--- src/rtl/cavlc_block_encoder.sv ---
// cavlc_block_encoder
//   Encodes one residual block of up to 16 zig-zag ordered 9-bit levels into
//   a stream of CAVLC codewords, one per cw_valid/cw_ready handshake, in the
//   order coeff_token, trailing-one signs, level prefix/suffix, total_zeros,
//   run_before. coeff_token and total_zeros codes come from external tables.
// Ports
//   clk, reset_n            clock, synchronous active-low reset
//   blk_valid/blk_ready     block handshake (ready only while idle)
//   coeff_in                16 x 9-bit levels, k=0 in the low bits
//   maxNumCoeff, nC         block size (16/15/4) and context for coeff_token
//   ct_* out / ct_code,len  coeff_token table address and returned code
//   tz_* out / tz_code,len  total_zeros table address and returned code
//   cw_valid/cw_ready       codeword handshake toward the packer
//   cw_bits, cw_len         right-aligned codeword and its length
//   end_of_blk_enc          one-cycle pulse after the last codeword is taken
module cavlc_block_encoder (
  input  logic         clk,
  input  logic         reset_n,
  input  logic         blk_valid,
  output logic         blk_ready,
  input  logic [143:0] coeff_in,
  input  logic [4:0]   maxNumCoeff,
  input  logic [4:0]   nC,
  output logic [4:0]   ct_TotalCoeff,
  output logic [1:0]   ct_TrailingOnes,
  output logic [4:0]   ct_nC,
  input  logic [15:0]  ct_code,
  input  logic [4:0]   ct_len,
  output logic [3:0]   tz_TotalCoeff,
  output logic [3:0]   tz_total_zeros,
  output logic [4:0]   tz_maxNumCoeff,
  input  logic [8:0]   tz_code,
  input  logic [3:0]   tz_len,
  output logic         cw_valid,
  input  logic         cw_ready,
  output logic [15:0]  cw_bits,
  output logic [4:0]   cw_len,
  output logic         end_of_blk_enc
);

  typedef enum logic [3:0] {IDLE, SCAN, CT, T1, LPRE, LSUF, TZ, RUN, DONE} state_t;
  typedef struct packed { logic [3:0] pre; logic [11:0] suf; logic [3:0] sz; } lvlEnc_t;
  typedef struct packed { logic [4:0] len; logic [15:0] bits; } cw_t;

  state_t            state, nxt;
  logic signed [8:0] coeffR [16];
  logic signed [8:0] lv [16];     // nonzero levels, highest k first
  logic [3:0]        rb [16];     // zeros following each stored level
  logic [3:0]        scanK;
  logic              scanDone;
  logic [4:0]        tc;
  logic [1:0]        t1;
  logic              t1Stop;
  logic [3:0]        tz;
  logic [4:0]        mnc;
  logic [4:0]        nCR;
  logic [1:0]        t1Idx;
  logic [4:0]        lvlIdx;
  logic [2:0]        sL;
  logic [11:0]       sufBitsR;
  logic [3:0]        sufLenR;
  logic [4:0]        runIdx;
  logic [3:0]        zerosLeft;

  assign ct_TotalCoeff   = tc;
  assign ct_TrailingOnes = t1;
  assign ct_nC           = nCR;
  assign tz_TotalCoeff   = tc[3:0];
  assign tz_total_zeros  = tz;
  assign tz_maxNumCoeff  = mnc;

  function automatic logic [10:0] absLvl(input logic signed [8:0] l);
    logic [10:0] x;
    x = {{2{l[8]}}, l};
    return l[8] ? 11'(-x) : x;
  endfunction

  function automatic lvlEnc_t levelEnc(input logic signed [8:0] l, input logic [2:0] sl,
                                       input logic sub2);
    lvlEnc_t     e;
    logic [10:0] mag, lc, lim;
    mag = absLvl(l);
    lc  = l[8] ? (mag << 1) - 11'd1 : (mag << 1) - 11'd2;
    if (sub2) lc = lc - 11'd2;
    lim = 11'd15 << sl;
    e = '0;
    if (sl == 3'd0) begin
      if (lc < 11'd14) begin
        e.pre = lc[3:0];
      end else if (lc < 11'd30) begin
        e.pre = 4'd14; e.sz = 4'd4; e.suf = 12'(lc - 11'd14);
      end else begin
        e.pre = 4'd15; e.sz = 4'd12; e.suf = 12'(lc - 11'd30);
      end
    end else if (lc < lim) begin
      e.pre = 4'(lc >> sl);
      e.sz  = {1'b0, sl};
      e.suf = 12'(lc & ~(11'h7FF << sl));
    end else begin
      e.pre = 4'd15; e.sz = 4'd12; e.suf = 12'(lc - lim);
    end
    return e;
  endfunction

  function automatic logic [2:0] nextSl(input logic [10:0] mag, input logic [2:0] sl);
    logic [2:0] s;
    s = (sl == 3'd0) ? 3'd1 : sl;
    if (mag > (11'd3 << (s - 3'd1)) && s < 3'd6) s = s + 3'd1;
    return s;
  endfunction

  function automatic cw_t runCode(input logic [3:0] run, input logic [2:0] zl);
    cw_t c;
    c.len  = 5'd3;
    c.bits = '0;
    case (zl)
      3'd1: begin c.len = 5'd1; c.bits = (run == 4'd0) ? 16'd1 : 16'd0; end
      3'd2: begin
        c.len  = (run == 4'd0) ? 5'd1 : 5'd2;
        c.bits = (run < 4'd2) ? 16'd1 : 16'd0;
      end
      3'd3: begin c.len = 5'd2; c.bits = 16'(4'd3 - run); end
      3'd4: begin
        if (run < 4'd3) begin c.len = 5'd2; c.bits = 16'(4'd3 - run); end
        else c.bits = (run == 4'd3) ? 16'd1 : 16'd0;
      end
      3'd5: begin
        if (run < 4'd2) begin c.len = 5'd2; c.bits = 16'(4'd3 - run); end
        else c.bits = 16'(4'd5 - run);
      end
      3'd6: begin
        case (run)
          4'd0:    begin c.len = 5'd2; c.bits = 16'd3; end
          4'd1:    c.bits = 16'd0;
          4'd2:    c.bits = 16'd1;
          4'd3:    c.bits = 16'd3;
          4'd4:    c.bits = 16'd2;
          4'd5:    c.bits = 16'd5;
          default: c.bits = 16'd4;
        endcase
      end
      default: begin
        if (run < 4'd7) c.bits = 16'(4'd7 - run);
        else begin c.len = 5'(run) - 5'd3; c.bits = 16'd1; end
      end
    endcase
    return c;
  endfunction

  // Next-codeword selection: each state names the nominal successor, then the
  // empty stages are folded away in order (levels -> TZ -> RUN -> DONE) so the
  // following codeword is loaded on the same edge that accepts the current one.
  logic signed [8:0] curLvl;
  logic [4:0]        encIdx, rIdx;
  logic [2:0]        encSl, sLInit, sLAfter;
  logic [1:0]        t1Nxt;
  logic [3:0]        rZl;
  lvlEnc_t           enc;
  cw_t               rc;

  assign curLvl = coeffR[scanK];

  always_comb begin
    sLInit  = (tc > 5'd10 && t1 != 2'd3) ? 3'd1 : 3'd0;
    sLAfter = nextSl(absLvl(lv[lvlIdx[3:0]]), sL);
    if (state == CT || state == T1) begin
      encIdx = {3'b0, t1};
      encSl  = sLInit;
    end else begin
      encIdx = lvlIdx + 5'd1;
      encSl  = sLAfter;
    end
    enc   = levelEnc(lv[encIdx[3:0]], encSl, (encIdx == {3'b0, t1}) && (t1 != 2'd3));
    t1Nxt = (state == CT) ? 2'd0 : t1Idx + 2'd1;
    if (state == RUN) begin
      rIdx = runIdx + 5'd1;
      rZl  = zerosLeft - rb[runIdx[3:0]];
    end else begin
      rIdx = '0;
      rZl  = tz;
    end
    rc = runCode(rb[rIdx[3:0]], (rZl > 4'd7) ? 3'd7 : rZl[2:0]);

    nxt = DONE;
    case (state)
      CT:      nxt = (tc == 5'd0) ? DONE : (t1 != 2'd0) ? T1 : LPRE;
      T1:      nxt = ({1'b0, t1Idx} + 3'd1 < {1'b0, t1}) ? T1 : LPRE;
      LPRE:    nxt = (sufLenR != 4'd0) ? LSUF : LPRE;
      LSUF:    nxt = LPRE;
      TZ:      nxt = RUN;
      RUN:     nxt = RUN;
      default: nxt = DONE;
    endcase
    if (nxt == LPRE && encIdx >= tc) nxt = TZ;
    if (nxt == TZ && tc == mnc) nxt = RUN;
    if (nxt == RUN && !((rIdx + 5'd1 < tc) && rZl != 4'd0)) nxt = DONE;
  end

  always_ff @(posedge clk) begin
    if (!reset_n) begin
      state          <= IDLE;
      blk_ready      <= 1'b1;
      cw_valid       <= 1'b0;
      cw_bits        <= '0;
      cw_len         <= '0;
      end_of_blk_enc <= 1'b0;
      scanK          <= '0;
      scanDone       <= 1'b0;
      tc             <= '0;
      t1             <= '0;
      t1Stop         <= 1'b0;
      tz             <= '0;
      mnc            <= '0;
      nCR            <= '0;
      t1Idx          <= '0;
      lvlIdx         <= '0;
      sL             <= '0;
      sufBitsR       <= '0;
      sufLenR        <= '0;
      runIdx         <= '0;
      zerosLeft      <= '0;
      for (int unsigned k = 0; k < 16; k++) begin
        coeffR[k] <= '0;
        lv[k]     <= '0;
        rb[k]     <= '0;
      end
    end else begin
      case (state)
        IDLE: if (blk_valid) begin
          for (int unsigned k = 0; k < 16; k++) begin
            coeffR[k] <= coeff_in[9*k +: 9];
            rb[k]     <= '0;
          end
          mnc       <= maxNumCoeff;
          nCR       <= nC;
          scanK     <= 4'(maxNumCoeff - 5'd1);
          scanDone  <= 1'b0;
          tc        <= '0;
          t1        <= '0;
          t1Stop    <= 1'b0;
          tz        <= '0;
          state     <= SCAN;
          blk_ready <= 1'b0;
        end
        SCAN: begin
          if (!scanDone) begin
            if (curLvl != 9'sd0) begin
              lv[tc[3:0]] <= curLvl;
              tc          <= tc + 5'd1;
              if (!t1Stop && t1 != 2'd3 && (curLvl == 9'sd1 || curLvl == -9'sd1))
                t1 <= t1 + 2'd1;
              else
                t1Stop <= 1'b1;
            end else if (tc != 5'd0) begin
              rb[tc[3:0] - 4'd1] <= rb[tc[3:0] - 4'd1] + 4'd1;
              tz                 <= tz + 4'd1;
            end
            if (scanK == 4'd0) scanDone <= 1'b1;
            else               scanK    <= scanK - 4'd1;
          end else begin
            // Totals are settled; the coeff_token table is addressed this cycle.
            state    <= CT;
            cw_valid <= 1'b1;
            cw_bits  <= ct_code;
            cw_len   <= ct_len;
          end
        end
        DONE: begin
          end_of_blk_enc <= 1'b0;
          state          <= IDLE;
          blk_ready      <= 1'b1;
        end
        default: if (cw_valid && cw_ready) begin
          state <= nxt;
          case (nxt)
            T1: begin
              t1Idx   <= t1Nxt;
              cw_bits <= {15'b0, lv[{2'b0, t1Nxt}][8]};
              cw_len  <= 5'd1;
            end
            LPRE: begin
              lvlIdx   <= encIdx;
              sL       <= encSl;
              sufBitsR <= enc.suf;
              sufLenR  <= enc.sz;
              cw_bits  <= 16'd1;
              cw_len   <= {1'b0, enc.pre} + 5'd1;
            end
            LSUF: begin
              cw_bits <= {4'b0, sufBitsR};
              cw_len  <= {1'b0, sufLenR};
            end
            TZ: begin
              cw_bits <= {7'b0, tz_code};
              cw_len  <= {1'b0, tz_len};
            end
            RUN: begin
              runIdx    <= rIdx;
              zerosLeft <= rZl;
              cw_bits   <= rc.bits;
              cw_len    <= rc.len;
            end
            default: begin
              cw_valid       <= 1'b0;
              cw_bits        <= '0;
              cw_len         <= '0;
              end_of_blk_enc <= 1'b1;
            end
          endcase
        end
      endcase
    end
  end

endmodule

--- config.mk ---
export PLATFORM = sky130hd
export DESIGN_NAME = cavlc_block_encoder
export DESIGN_NICKNAME = d
export VERILOG_FILES = /design/src/rtl/cavlc_block_encoder.sv
export SDC_FILE = /design/constraint.sdc
export NUM_CORES = 1
export LEC_CHECK = 0
export CAP_MARGIN = 30
export CORE_ASPECT_RATIO = 1.75
export CORE_MARGIN = 4
export CORE_UTILIZATION = 25
export DETAILED_ROUTE_END_ITERATION = 12
export GPL_TIMING_DRIVEN = 1
export SETUP_SLACK_MARGIN = 0.5
export SLEW_MARGIN = 5
export SYNTH_ARGS = -nofsm -noshare
export SYNTH_HDL_FRONTEND = slang
export SYNTH_SLANG_ARGS = --single-unit
--- constraint.sdc ---
create_clock -name clk -period 11.05 [get_ports clk]
set_clock_uncertainty 0.2 [all_clocks]
set_input_delay 2.21 -clock clk [delete_from_list [all_inputs] [get_ports clk]]
set_output_delay 2.21 -clock clk [all_outputs]
set_load 0.05 [all_outputs]
Yosys cells after proc, flatten, opt, wreduce, memory -nomap -nowiden

Memories as Yosys holds them, arrays and structs flattened. A register that Yosys moved wholly into a read port is not among the register bits.
Cells that the tools add are included.

Memory bits (writable): 352
Register bits after elaboration: 90
Input bits: 192
Memories: 3
Output and inout port bits: 49

Reductions and logical operators: 53
Eq/ne operators: 43
Order comparisons: 13
Muxes and demuxes: 145
Shift-type cells: 4
Add/sub/neg operators: 28
Bitwise logic cells: 37

Memories:

| memory | words | bits a word | rd ports | clocked after memory_dff | write ports | RTL line | text |
|---|---|---|---|---|---|---|---|
| coeffR | 16    | 9           | 1        | 1                        | 16          | 46       | `logic signed [8:0] coeffR [16];` |
| lv     | 16    | 9           | 3        | 1                        | 16          | 47       | `logic signed [8:0] lv [16];` |
| rb     | 16    | 4           | 3        | 1                        | 16          | 48       | `logic [3:0] rb [16];` |

Operators by type and width:

| operator                | count |
|---|---|
| $mux W4                 | 41 |
| $mux W9                 | 17 |
| $pmux W21 S6            | 1 |
| $mux W16                | 6 |
| $pmux W16 S5            | 1 |
| $eq A4 B3 Y1 const B    | 13 |
| $mux W20                | 2 |
| $mux W5                 | 8 |
| $mux W1                 | 37 |
| $mux W11                | 3 |
| $or A1 B1 Y1            | 32 |
| $pmux W16 S2            | 1 |
| $pmux W5 S5             | 1 |
| $sub A11 B2 Y11 const B | 2 |
| $add A5 B1 Y5 const B   | 4 |
| $eq A4 B2 Y1 const B    | 5 |
| $ne A2 B2 Y1 const B    | 10 |
| $pmux W4 S5             | 1 |
| $pmux W5 S2             | 2 |
| $mux W3                 | 6 |
| $reduce_and A3 Y1       | 6 |
| $mux W17                | 1 |
| $pmux W4 S2             | 2 |
| $pmux W3 S5             | 1 |
| other kinds (69)        | 120 |

Logic depth before layout (Yosys ltp)

Gate-level depths: netlist (run 1).

Depth after elaboration: 18
Gate-level depth with buffers: 41
Gate-level depth less buffers: 37

Worst setup path after synthesis (run 1)

Ideal clock, no wire load.

Path kind: register to register
From: register with a tool-made name
To: register cw_len[1]
Required time: 10.721 ns
Arrival time: 8.697 ns
Setup slack: 2.024 ns
Stages on the path, launching flop included: 39
Path buffers: 5
Cell sequence: dfxtp_1 > clkbuf_1 > clkbuf_1 > buf_1 > mux4_2 > mux4_2 > inv_1 > ha_1 > nand2_1 > or3_1 > nand2_1 > xnor2_1 > ha_1 > o21a_1 > o21ai_0 > a21oi_1 > o21ai_0 > a211oi_1 > (+3 left out) > clkbuf_1 > nor2_1 > fa_1 > nor2b_1 > o21ai_0 > nand2_1 > a21o_1 > a21o_1 > a21o_1 > a21o_1 > or2_2 > a21o_1 > maj3_2 > a21o_2 > a2bb2oi_1 > ha_1 > a22oi_1 > a31oi_1

RTL lines:

| item                 | RTL line | text |
|---|---|---|
| end signal, assigned | 265      | `cw_len <= ct_len;` |
| end signal, assigned | 287      | `cw_len <= {1'b0, enc.pre} + 5'd1;` |
| end signal, assigned | 291      | `cw_len <= {1'b0, sufLenR};` |
| end, declared        | 37       | `output logic [4:0] cw_len,` |

==> impl_metrics.ini, run 1 <==
[setup_path]
critPathBufInv = 3
critPathMaxStageDelay_ns = 0.83
cpMaxStageDelayCell = dfxtp_1
cpMostUsedCell = a21o_1
cp_max_fo = 20
cp-start-kind = flop
r2r_slack_ns = 1.89
cp-end-kind = flop
criticalPathCategory = flop to flop
cp.arrival_ns = 9.40
crit_family = compound AO/OA/AOI/OAI gates
cp.required_ns = 11.30

[finish]
nFillCells = 10770
final_layout_size_suffix_gt1_frac = 0.125
syn_to_final_growth_pct = 19.7
fin_area_um2 = 32100
nets = 2907

[global_route]
grtUsageMet3 = 0.0317
track_usage = 0.161
grt.busiest_layer = met2
grt_use_met1 = 0.153
antenna_found_initial = 7
grt_overflow = 0
met2_usage = 0.302
grt_max_degree = 102
grt_pass1_vias = 21360
grt_pass1_wl_um = 138000

[floorplan]
die_width_um = 256
fp.dieH_um = 441
ioPinCount = 241
start_util = 0.252
num_rows = 158
core-area_um2 = 106000
die_area_um2 = 113000

[yosys]
synth_area_um2 = 26800
synth_cells = 2474
synthArstFlopShare = 0
syn_avg_cell_area_um2 = 10.8
synth_flop_cell = edfxtp_1
synth_edf_count = 352
yosysWarnings = 0
synth_seq_cells = 454
synth_nets = 2735
synth_seq_area_share = 0.471
synth_cell_types = 102

[detailed_routing]
avgRoutedWirePerCell_um = 23.5
finalWirelength_um = 94900
firstDrtPassIters = 6
drc = 0
drtIter0Drc = 1721
vias = 20928
final_antenna_net_count = 0
avgViaCountPerCell = 5.18

[timing]
max_slew.worst_pin.slew_ns = 0.987
rsz0062_at_grt = false
fin_crit_sh = 0.829
max_freq_ghz = 0.109
setup_viol = 0
maxSlewHeadroom = 0.338
hold_viol = 0
finalCriticalPeriod_ns = 9.16
tns_ns = 0
slew_viol_final = 0

[pwr]
p_per_area_nw_per_um2 = 150
swShare = 0.323
power_frac_comb = 0.263
p_leak_nw = 11.6
seq_power_share = 0.422
internal_power_w = 0.00326
peakVddDrop_mv = 0.140
power_frac_clock = 0.315
switching_power_w = 0.00156

[clock_network]
numClockSinks = 454
postCtsSetupRepairBufs = 0
cts.path.max_buffers = 3
clk_pin_slew_ns = 0.07
ctsRootBufferMaster = clkbuf_16
cts_tree = yes
postCtsHoldBufs = 0
htree_levels = 2
clk_latency_ns = 0.59
cts_resized = 0
numCtsBuffers = 42

[place]
dpl.hpwl_um = 71900
placed_area_um2 = 30700
gp_congestion = 1.01
numPortBuffers = 240

[job]
max_cap_viol_count = 0

[outcome]
status = finished, final reports clean

[worst_hold_path]
hp-class = flop to flop
## state kept, by name (all words and copies together) (netlist names), 2 cells and up, named ones only
name and flops:
coeffR 144, ct_TotalCoeff 5, ct_TrailingOnes 2, ct_nC 5, cw_bits 16, cw_len 5
lv 144, lvlIdx 5, rb 64, runIdx 5, sL 3, scanK 4
state 4, sufBitsR 12, sufLenR 4, t1Idx 2, tz_maxNumCoeff 5, tz_total_zeros 4
zerosLeft 4
## final cells by class
class                      instances  area [um^2]  area share
clock inverter                    22          249     0.00776
tap                             1360         1700      0.0530
timing repair buffer             299         2890      0.0901
sequential                       454        12600       0.393
inverter                          59          226     0.00706
clock buffer                      53         1120      0.0350
multi-input combinational       1790        13300       0.413
antenna                            5         12.5    0.000390
## Yosys cell counts (all sizes together) (21+ instances only)
cell    instances  area (um^2)
and3          110          688
xnor2          45          454
nor3           25          125
o21ai         111          563
o22ai          23          156
inv            58          218
and2           83          519
buf            44          249
dfxtp         102         2040
ha             66          826
mux4          130         2930
a21oi          93          503
nor2          308         1160
edfxtp        352        10600
xor2           24          218
clkbuf        127          477
a21boi         26          195
nand3          64          320
nor2b          40          250
o211ai         27          203
a221oi         27          243
a211oi         22          175
mux2           21          240
nand2         263          987
mux2i          68          693
## placed cells by master, fill, tap and decap left out, types with 21 or more instances in the layout
cell,Yosys,routed
nor3_1,25,24
clkdlybuf4s50_1,0,239
mux2i_1,67,67
xor2_1,23,22
o22ai_1,21,21
a221oi_1,26,26
a21oi_1,87,87
nor2b_1,40,40
nand3_1,64,64
and3_1,110,110
xnor2_1,40,39
o21ai_0,91,90
ha_1,66,66
buf_4,10,55
edfxtp_1,352,352
a21boi_0,26,26
nand2_1,263,263
nor2_1,307,307
inv_1,53,52
mux4_2,130,130
clkbuf_16,0,43
o211ai_1,27,27
and2_1,80,81
dfxtp_1,102,98
## routing by layer
layer | vias up | part of all wire
met2 | 874 | 0.52
met5 | - | 0.00014
met4 | 2 | 0.095
met3 | 288 | 0.063
met1 | 10172 | 0.32
li1 | 9592 | -
## final timing paths
| kind | from | endpoint | depth (start not counted) |
|---|---|---|---|
| worst min-delay path | ct_nC[2] | ct_nC[2] | 2 |
| worst max-delay path | flop | cw_len[1] | 33 |
| worst min register to register | ct_nC[2] | ct_nC[2] | 2 |
| worst max register to register | flop | cw_len[1] | 33 |
## power groups by stage
stage | clock network, W | registers, W | logic (W)
6_report | 0.00152 | 0.00203 | 0.00127
5_1_grt | 0.00160 | 0.00204 | 0.00136
4_1_cts | 0.00154 | 0.00203 | 0.00126
3_5_place_dp | 0 | 0.00207 | 0.00126
3_3_place_gp | 0 | 0.00207 | 0.00125
2_1_floorplan | 0 | 0.00207 | 0.000771
## through the flow
stage	setup slack [ns]	power, W	util	std cells	hold slack (ns)
4_1_cts	1.83	0.00484	0.302	4036	0.274
3_3_place_gp	1.96	0.00332	0.288	3957	0.255
5_1_grt	1.35	0.00500	0.302	4041	0.294
2_1_floorplan	2.02	0.00284	-	2474	0.254
6_report	1.89	0.00482	0.302	4042	0.273
3_5_place_dp	1.83	0.00332	0.289	3961	0.256
## tightest hold or removal path: cells and delay by family (launching register included)
| kind | cells | cell delay (ns) |
|---|---|---|
| DFF | 1 | 0.32 |
| AOI/OAI and AO/OA | 1 | 0.06 |
| and+or+nand+nor | 1 | 0.05 |
## cell families (layout without fill, tap and decap cells)
kind of cell,after synthesis,in the layout,synth area share
multiplexers,219,219,0.144
other,0,5,0
flip-flops,454,454,0.471
AND/OR/NAND/NOR,964,964,0.170
adder cells (fa/ha/maj),71,71,0.0339
buffers and inverters,230,433,0.0353
AO/OA/AOI/OAI,466,466,0.120
XOR/XNOR,70,70,0.0260
No activity file was read; power rests on OpenSTA's default activity.
==> inputs of run 2 (changes only) <==
- clock period: 11.05 -> 8.3 ns (I/O delays scaled with it)
==> impl_metrics.ini, run 2 (synthesis results as in run 1) <==
[global_route]
grt_overflow = 0
grt_pass1_vias = 21178
grt_pass1_wl_um = 136000
track_usage = 0.157
antenna_found_initial = 5
grt_max_degree = 153

[timing]
max_slew.worst_pin.slew_ns = 0.937
slew_viol_final = 0
rsz0062_at_grt = false
fin_crit_sh = 0.901
hold_viol = 0
setup_viol = 0
fin_ws_ns = 0.820
tns_ns = 0
finalCriticalPeriod_ns = 7.48
max_freq_ghz = 0.134
maxSlewHeadroom = 0.371

[clock_network]
numClockSinks = 454
clk_latency_ns = 0.61
cts.path.max_buffers = 3
cts_tree = yes
numCtsBuffers = 41
clk_pin_slew_ns = 0.08
postCtsHoldBufs = 0
ctsRootBufferMaster = clkbuf_16
htree_levels = 2

[setup_path]
criticalPathCategory = flop to flop
cp.required_ns = 8.57
r2r_slack_ns = 0.82
cp-end-kind = flop
worstReg2RegEnd = cw_len[1]
cp.arrival_ns = 7.75
critPathMaxStageDelay_ns = 0.63
cpMaxStageDelayCell = mux4_2
cpMostUsedCell = a21o_1
cp-start-kind = flop
cp_max_fo = 14
rr_worst_depth = 34

[floorplan]
start_util = 0.252
num_rows = 158
ioPinCount = 241
die_area_um2 = 113000
core-area_um2 = 106000
die_width_um = 256
fp.dieH_um = 441

[pwr]
peakVddDrop_mv = 0.180
p_leak_nw = 11.8
p_per_area_nw_per_um2 = 198

[place]
gp_congestion = 1.00
dpl.hpwl_um = 69800
pre_cts_slack_ns = 0.383
numPortBuffers = 240

[finish]
regArea_um2 = 12600
mostFrequentLayoutCells = edfxtp_1 (352), nor2_1 (305), nand2_1 (259), clkdlybuf4s50_1 (239), mux4_2 (130)
final_common_cell = edfxtp_1
nFillCells = 10735
nets = 2940
syn_to_final_growth_pct = 21.4
final_layout_size_suffix_gt1_frac = 0.144
top_regs = coeffR: 144 flops, lv: 144 flops, rb: 64 flops
multi_input_area_um2 = 13400

[detailed_routing]
drtIter0Drc = 1656
firstDrtPassIters = 5
avgViaCountPerCell = 5.14
vias = 20961
avgRoutedWirePerCell_um = 22.8
drc = 0
final_antenna_net_count = 0
finalWirelength_um = 92800

[worst_hold_path]
hold_end = ct_nC[4]
worstHoldPathCells = 2
hold_path.startpoint = ct_nC[4]
hp-class = flop to flop

[job]
max_cap_viol_count = 0

[outcome]
status = finished, final reports clean
## run 2: final cells by class
class,instances,share of cell area
Sequential cell,454,0.388
Clock inverter,29,0.00904
Inverter,59,0.00700
Tap cell,1360,0.0523
Timing Repair Buffer,333,0.0987
Antenna cell,3,0.000231
Clock buffer,47,0.0329
Multi-Input combinational cell,1790,0.412
## run 2: stage by stage
| stage | util | total power, W | area [um^2] | hold slack (ns) | cells |
|---|---|---|---|---|---|
| 4_1_cts | 0.305 | 0.00643 | 32300 | 0.278 | 4065 |
| 3_3_place_gp | 0.291 | 0.00441 | 30800 | 0.257 | 3984 |
| 2_1_floorplan | - | 0.00378 | 26800 | 0.254 | 2474 |
| 3_5_place_dp | 0.291 | 0.00441 | 30900 | 0.257 | 3985 |
| 5_1_grt | 0.306 | 0.00669 | 32500 | 0.294 | 4073 |
| 6_report | 0.306 | 0.00645 | 32500 | 0.271 | 4075 |
## run 2: critical path, delay by kind of cell (launching register included)
kind | cells | cell delay (ns)
simple gates | 7 | 1.14
xor+xnor | 2 | 0.20
fa+ha+maj | 4 | 1.15
flops | 1 | 0.43
mux | 2 | 1.16
buf+inv | 3 | 0.46
compound gates | 16 | 2.57
## run 2: repair_timing
action | in CTS | in global routing
buffers inserted | 2 | 6
cloned | 2 | 0
gates resized for setup | 8 | 28
endpoints found under the setup margin | 6 | 16
pin swaps | 2 | 17
## run 2: routing by layer
metal | track usage | share of wire | routed length, um
met5 | 0 | 0.00037 | 34
met1 | 0.152 | 0.32 | 30200
met3 | 0.0306 | 0.063 | 5850
met2 | 0.305 | 0.54 | 49900
met4 | 0.0967 | 0.074 | 6860
## run 2: report_power, final
group	leakage, nW	internal (W)	switching, W	total (W)
sequential	4.56	0.00261	0.0000978	0.00270
clock	0.668	0.00107	0.000953	0.00203
combinational	6.61	0.000681	0.00104	0.00172
total	11.8	0.00436	0.00209	0.00645
## run 2: worst max path at each step
stage                     cells past startpoint  slack [ns]   endpoint  start
after detailed placement                     36        0.38  cw_len[1]   flop
after CTS                                    36        0.53  cw_len[1]   flop
after global routing                         37        0.47  cw_len[2]   flop
after floorplan                              39        0.53  cw_len[1]   flop
final                                        34        0.82  cw_len[1]   flop
after global placement                       36        0.40  cw_len[1]   flop
==> variant 1 (config.mk and constraints of run 1) <==
Encoding of `state_t`: now one-hot (9 bits for 9 states).
--- a/src/rtl/cavlc_block_encoder.sv
+++ b/src/rtl/cavlc_block_encoder.sv
@@ -39,5 +39,5 @@
 );
 
-  typedef enum logic [3:0] {IDLE, SCAN, CT, T1, LPRE, LSUF, TZ, RUN, DONE} state_t;
+  typedef enum logic [8:0] {IDLE = 9'b000000001, SCAN = 9'b000000010, CT = 9'b000000100, T1 = 9'b000001000, LPRE = 9'b000010000, LSUF = 9'b000100000, TZ = 9'b001000000, RUN = 9'b010000000, DONE = 9'b100000000} state_t;
   typedef struct packed { logic [3:0] pre; logic [11:0] suf; logic [3:0] sz; } lvlEnc_t;
   typedef struct packed { logic [4:0] len; logic [15:0] bits; } cw_t;
Function: same outputs for any inputs over 4 cycles, from zero or initial values and one cycle with reset_n low; so few cycles prove little.
==> variant 1 against run 1 <==
  * Setup slack got worse by 0.22 ns
  * Maximum frequency fell by 2.4%
  * Power shrank 1.7%
  * Clock power grew 8%
  * Final area is 4.3% higher
  * Sequential cell count increased by 5
  * Worst hold slack got worse by 0.011 ns
  * Wire length increased by 11%
  * Synthesized area up 3.4%
  * First-iteration DRC count down 1.3%
  * Critical path depth is the same
  * Non-clock buffer count grew 19
  * Critical path type unchanged
  * Critical endpoint unchanged
==> variant 1: results (changes against run 1) <==
- Outcome: completed
- Met1 wire length: 35830 µm (+18%)
- Max VDD drop: 0.0001247 V (-11%)
- DR WL met3: 6206 µm (+3.7%)
- Hold wc startpoint: ct_nC[1]$_SDFFE_PN0P_
- CP max stage cell: dfxtp_2
- Clk Tree Root Cell: clkbuf_16
- WHS Endpoint: ct_nC[1]$_SDFFE_PN0P_
- Yosys cell types: 108 (+5.9%)
- Worst EP arrival: 9.68 ns (+0.28 ns)
- Worst Tran Pin Value: 1.117 ns (+0.1302 ns)
- Syn Nets: 2864 (+4.7%)
- Global-route wire length before repair: 151700 µm (+10%)
- Met2 routed WL: 55900 µm (+13%)
- Proportion of power drawn by flip-flops and latches: 43.3% (+1.1 points)
- Worst Hold Slack: 0.2615 ns (-0.01115 ns)
- Fraction of layout cells with a size suffix above 1: 13.14% (+0.66 points)
- Vias in the first global route: 22497 (+5.3%)
- Post-synth top cells: 352 x edfxtp_1, 314 x nor2_1, 277 x nand2_1
- First drt pass iteration count: 7 (+1)
- Mean post-synth cell area: 10.64 µm² (-1.7%)
- DP HPWL: 80240 µm (+12%)
- Pleak: 11.74 nW (+0.93%)
- GR met3 Demand/Resource: 3.230% (+0.064 points)
- Reg2Reg Setup Slack: 1.67 ns (-0.22 ns)
- Placed Cells: 4206 (+6.2%)
- Largest net degree at the start of global routing: 209 (+100%)
- Seq/Total Area, Yosys: 45.88% (-1.2 points)
- Total track usage: 17.57% (+1.4 points)
- Fill cells: 11396 (+5.8%)
- Clk pwr: 0.00164 W (+8%)
- Synth area leaders: edfxtp_1 38%, mux4_2 10%, dfxtp_1 7.7%, nor2_1 4.3%, nand2_1 3.8%
- Vias/cell: 5.182 (about the same)
- Sw Share: 31.28% (-1.0 points)
- Synth top area share: 38.15% (-1.3 points)
- Largest stage delay on the critical path: 0.71 ns (-0.12 ns)
- Final Wtd Congestion: 0.9768 (-3.2%)
- Nets: 3053 (+5.0%)
- TritonCTS buffer count: 48 (+14%)
- Worst-Skew Late Latency: 0.63 ns (+0.04 ns)
- Fin cells: 4301 (+6.4%)
- Initial DRC count: 1699 (-1.3%)
- Met1 GRT Util: 17.62% (+2.3 points)
- Initial antenna violation count: 8 (+1)
[variant 1: cell types whose count changed after synthesis, moves of 10 or more]
cell and change:
a31oi_1 +19, buf_2 +13, mux2i_1 -13, o21ai_0 +20
a2111oi_0 +18, a21oi_1 +12, a221oi_1 -13, o211ai_1 -15
o22ai_1 -10, a211oi_1 +17, nand2b_1 +25, nand2_1 +14
a311oi_1 +10
[variant 1: final cells by class]
type                       count  area share, %
sequential                   459          38.00
inverter                      57         0.6654
clock inverter                25         0.5794
timing repair buffer         318          9.098
tap                         1467          5.484
clock buffer                  64          4.108
antenna                        3        0.02243
multi-input combinational   1908          42.04
[variant 1: kinds of logic (layout without fill, tap and decap cells)]
family | after synthesis | in the layout | share of synthesized area (%)
flops | 459 | 459 | 45.88
buf+inv | 236 | 464 | 3.599
simple gates | 1045 | 1045 | 18.49
mux | 199 | 199 | 13.09
fa+ha+maj | 69 | 69 | 3.197
xor+xnor | 70 | 70 | 2.384
other cells | 0 | 3 | 0
compound gates | 525 | 525 | 13.37
[variant 1: worst max path at each step]
stage               start                     end  cells after the start
CTS                  flop  cw_len[1]$_SDFFE_PN0P_                     33
finish               flop  cw_len[1]$_SDFFE_PN0P_                     33
global route         flop  cw_len[1]$_SDFFE_PN0P_                     33
global placement     flop  cw_len[1]$_SDFFE_PN0P_                     33
detailed placement   flop  cw_len[1]$_SDFFE_PN0P_                     33
floorplan            flop  cw_len[1]$_SDFFE_PN0P_                     38
[variant 1: metrics by stage]
stage	total power, W	utilization (%)	setup slack (ns)	instance area [µm²]
after floorplan	0.002682	-	2.185	27710
after global placement	0.003125	28.92	1.770	31810
after detailed placement	0.003133	28.95	1.700	31840
after CTS	0.004783	30.37	1.661	33410
after global routing	0.004919	30.43	0.9807	33470
final	0.004738	30.43	1.671	33470
==> variant 2 (config.mk and constraints of run 1) <==
Without the edit above. Reset style: asynchronous (`reset_n`), changed in one clocked block. Comments in the files are not updated.
--- a/src/rtl/cavlc_block_encoder.sv
+++ b/src/rtl/cavlc_block_encoder.sv
@@ -197,5 +197,5 @@
   end
 
-  always_ff @(posedge clk) begin
+  always_ff @(posedge clk or negedge reset_n) begin
     if (!reset_n) begin
       state          <= IDLE;
Formal check against the unedited RTL: differs if reset_n is asserted again (counterexample within 4 cycles, from zero or initial values and one cycle with reset_n low); with reset_n held inactive, the same outputs for 4 cycles.
==> variant 2 against run 1 <==
  * Sequential cell count decreased by 12
  * Setup slack lost 0.28 ns
  * Synthesized cell count grew 12%
  * Wire length fell by 5.1%
  * Synthesized area grew 1.0%
  * Largest cell class unchanged
  * Final area is 1.5% higher
  * Sequential share of layout area down 5.3 points
Power is not shown: default switching activity piles up to over one toggle a cycle in this logic, so the estimate is an artifact.
==> variant 2: results (changes against run 1) <==
- Asr flop ratio synth: 100.0% (+100 points)
- Synthesis Warnings: 0 (unchanged)
- Dpl ws: 1.785 ns (-0.04675 ns)
- Port buffer count: 240 (unchanged)
- Crit path max fanout: 57 (+190%)
- Total track usage: 15.30% (-0.83 points)
- Met1 wire length: 33830 µm (+11%)
- Top Registers: coeffR (144), lv (144), rb (64)
- Largest net degree at the start of global routing: 159 (+56%)
- DP HPWL: 65750 µm (-8.6%)
- Syn Nets: 3025 (+11%)
- Met1 GRT Util: 17.20% (+1.9 points)
- Depth of the worst hold-timing path: 2 (unchanged)
- Clock transition at path regs: 0.07 ns (about the same)
- Vias in the first global route: 22642 (+6.0%)
- Clk Tree Root Cell: clkbuf_16
- FF-to-FF path depth: 32 (-3.0%)
- Met2 global-route usage: 27.19% (-3.0 points)
- Post_cts resized: 0 (unchanged)
- Yosys cell types: 103 (+0.98%)
- Worst hold path type: flop to flop
- Fin cells: 4336 (+7.3%)
- Seq/Total Area, Yosys: 40.87% (-6.2 points)
- Routed wire per std cell: 20.78 µm (-11%)
- Worst Tran Pin Value: 0.9876 ns (+0.001055 ns)
- Met2 routed WL: 45020 µm (-8.9%)
- Synth area leaders: dfrtp_1 41%, mux4_2 10%, nand2_1 9.5%, mux2_2 6.6%, ha_1 3.0%
- Nets: 3192 (+9.8%)
- CP top delay family: compound AO/OA/AOI/OAI gates
- Clock tree buffer depth: 3 (unchanged)
- Worst-Skew Late Latency: 0.63 ns (+0.04 ns)
- Max Used Layer: met4
- Mean post-synth cell area: 9.790 µm² (-9.6%)
- Fill cells: 11167 (+3.7%)
- Placed Cells: 4249 (+7.3%)
- Final Wtd Congestion: 0.9145 (-9.3%)
- Fraction of layout cells with a size suffix above 1: 15.77% (+3.3 points)
- Dpl cell area: 30960 µm² (+0.89%)
- Post-synth top cells: 686 x nand2_1, 441 x dfrtp_1, 159 x mux2_2
- TritonCTS buffer count: 47 (+12%)
- Outcome: completed
- H-tree levels: 2 (unchanged)
- Initial antenna violation count: 1 (-6)
- Worst EP arrival: 9.74 ns (+0.34 ns)
- Global-route wire length before repair: 138200 µm (+0.36%)
- First drt pass iteration count: 5 (-1)
- CP max stage cell: dfrtp_4
- DR WL met3: 5319 µm (-11%)
- GR met3 Demand/Resource: 2.716% (-0.45 points)
- Largest stage delay on the critical path: 0.98 ns (+0.15 ns)
- Initial DRC count: 1775 (+3.1%)
- Final Util: 30.32% (+0.093 points)
- Postcts setup bufs: 0 (unchanged)
- Vias/cell: 5.169 (-0.17%)
==> variant 2: cell types whose count changed after synthesis, moves of 60 or more <==
cell	delta
mux2_2	+139
and3_1	-101
and2_1	-60
nor2_1	-185
dfrtp_1	+441
edfxtp_1	-352
nand2_1	+423
dfxtp_1	-102
==> variant 2: cell type report <==
class                      instances  share of cell area, %
antenna                            1               0.007683
clock buffer                      57                  3.788
clock inverter                    27                  1.030
inverter                          50                 0.5839
multi-input combinational       2097                  46.44
sequential                       442                  33.99
tap                             1368                  5.255
timing repair buffer             294                  8.904
==> variant 2: kinds of logic (layout without fill, tap and decap cells) <==
kind of cell             count (synthesis)  in the layout  synth area share, %
AO/OA/AOI/OAI                          508            508                13.00
XOR/XNOR                                66             66                2.191
adder cells (fa/ha/maj)                 69             69                3.263
buffers and inverters                  226            428                3.356
flip-flops                             442            442                40.87
multiplexers                           353            353                19.63
other                                    0              1                    0
AND/OR/NAND/NOR                       1101           1101                17.69
==> variant 2: final timing paths <==
check / from / to / slack, ns
min in group asynchronous: reset_n / coeffR[31]$_DFFE_PN0P_ / 1.43
worst max register to register: lvlIdx[0]$_DFFE_PN0P_ / cw_len[1]$_DFFE_PN0P_ / 1.62
worst max-delay path: lvlIdx[0]$_DFFE_PN0P_ / cw_len[1]$_DFFE_PN0P_ / 1.62
worst min register to register: coeffR[52]$_DFFE_PN0P_ / coeffR[52]$_DFFE_PN0P_ / 0.27
worst min-delay path: coeffR[52]$_DFFE_PN0P_ / coeffR[52]$_DFFE_PN0P_ / 0.27
max in group asynchronous: reset_n / lv[103]$_DFFE_PN0P_ / 7.15
==> variant 2: tightest hold or removal path, cell delays in order (launching register included) <==
cell and delay, ns:
dfrtp_1 0.33, nand2_1 0.05, nand2_1 0.05
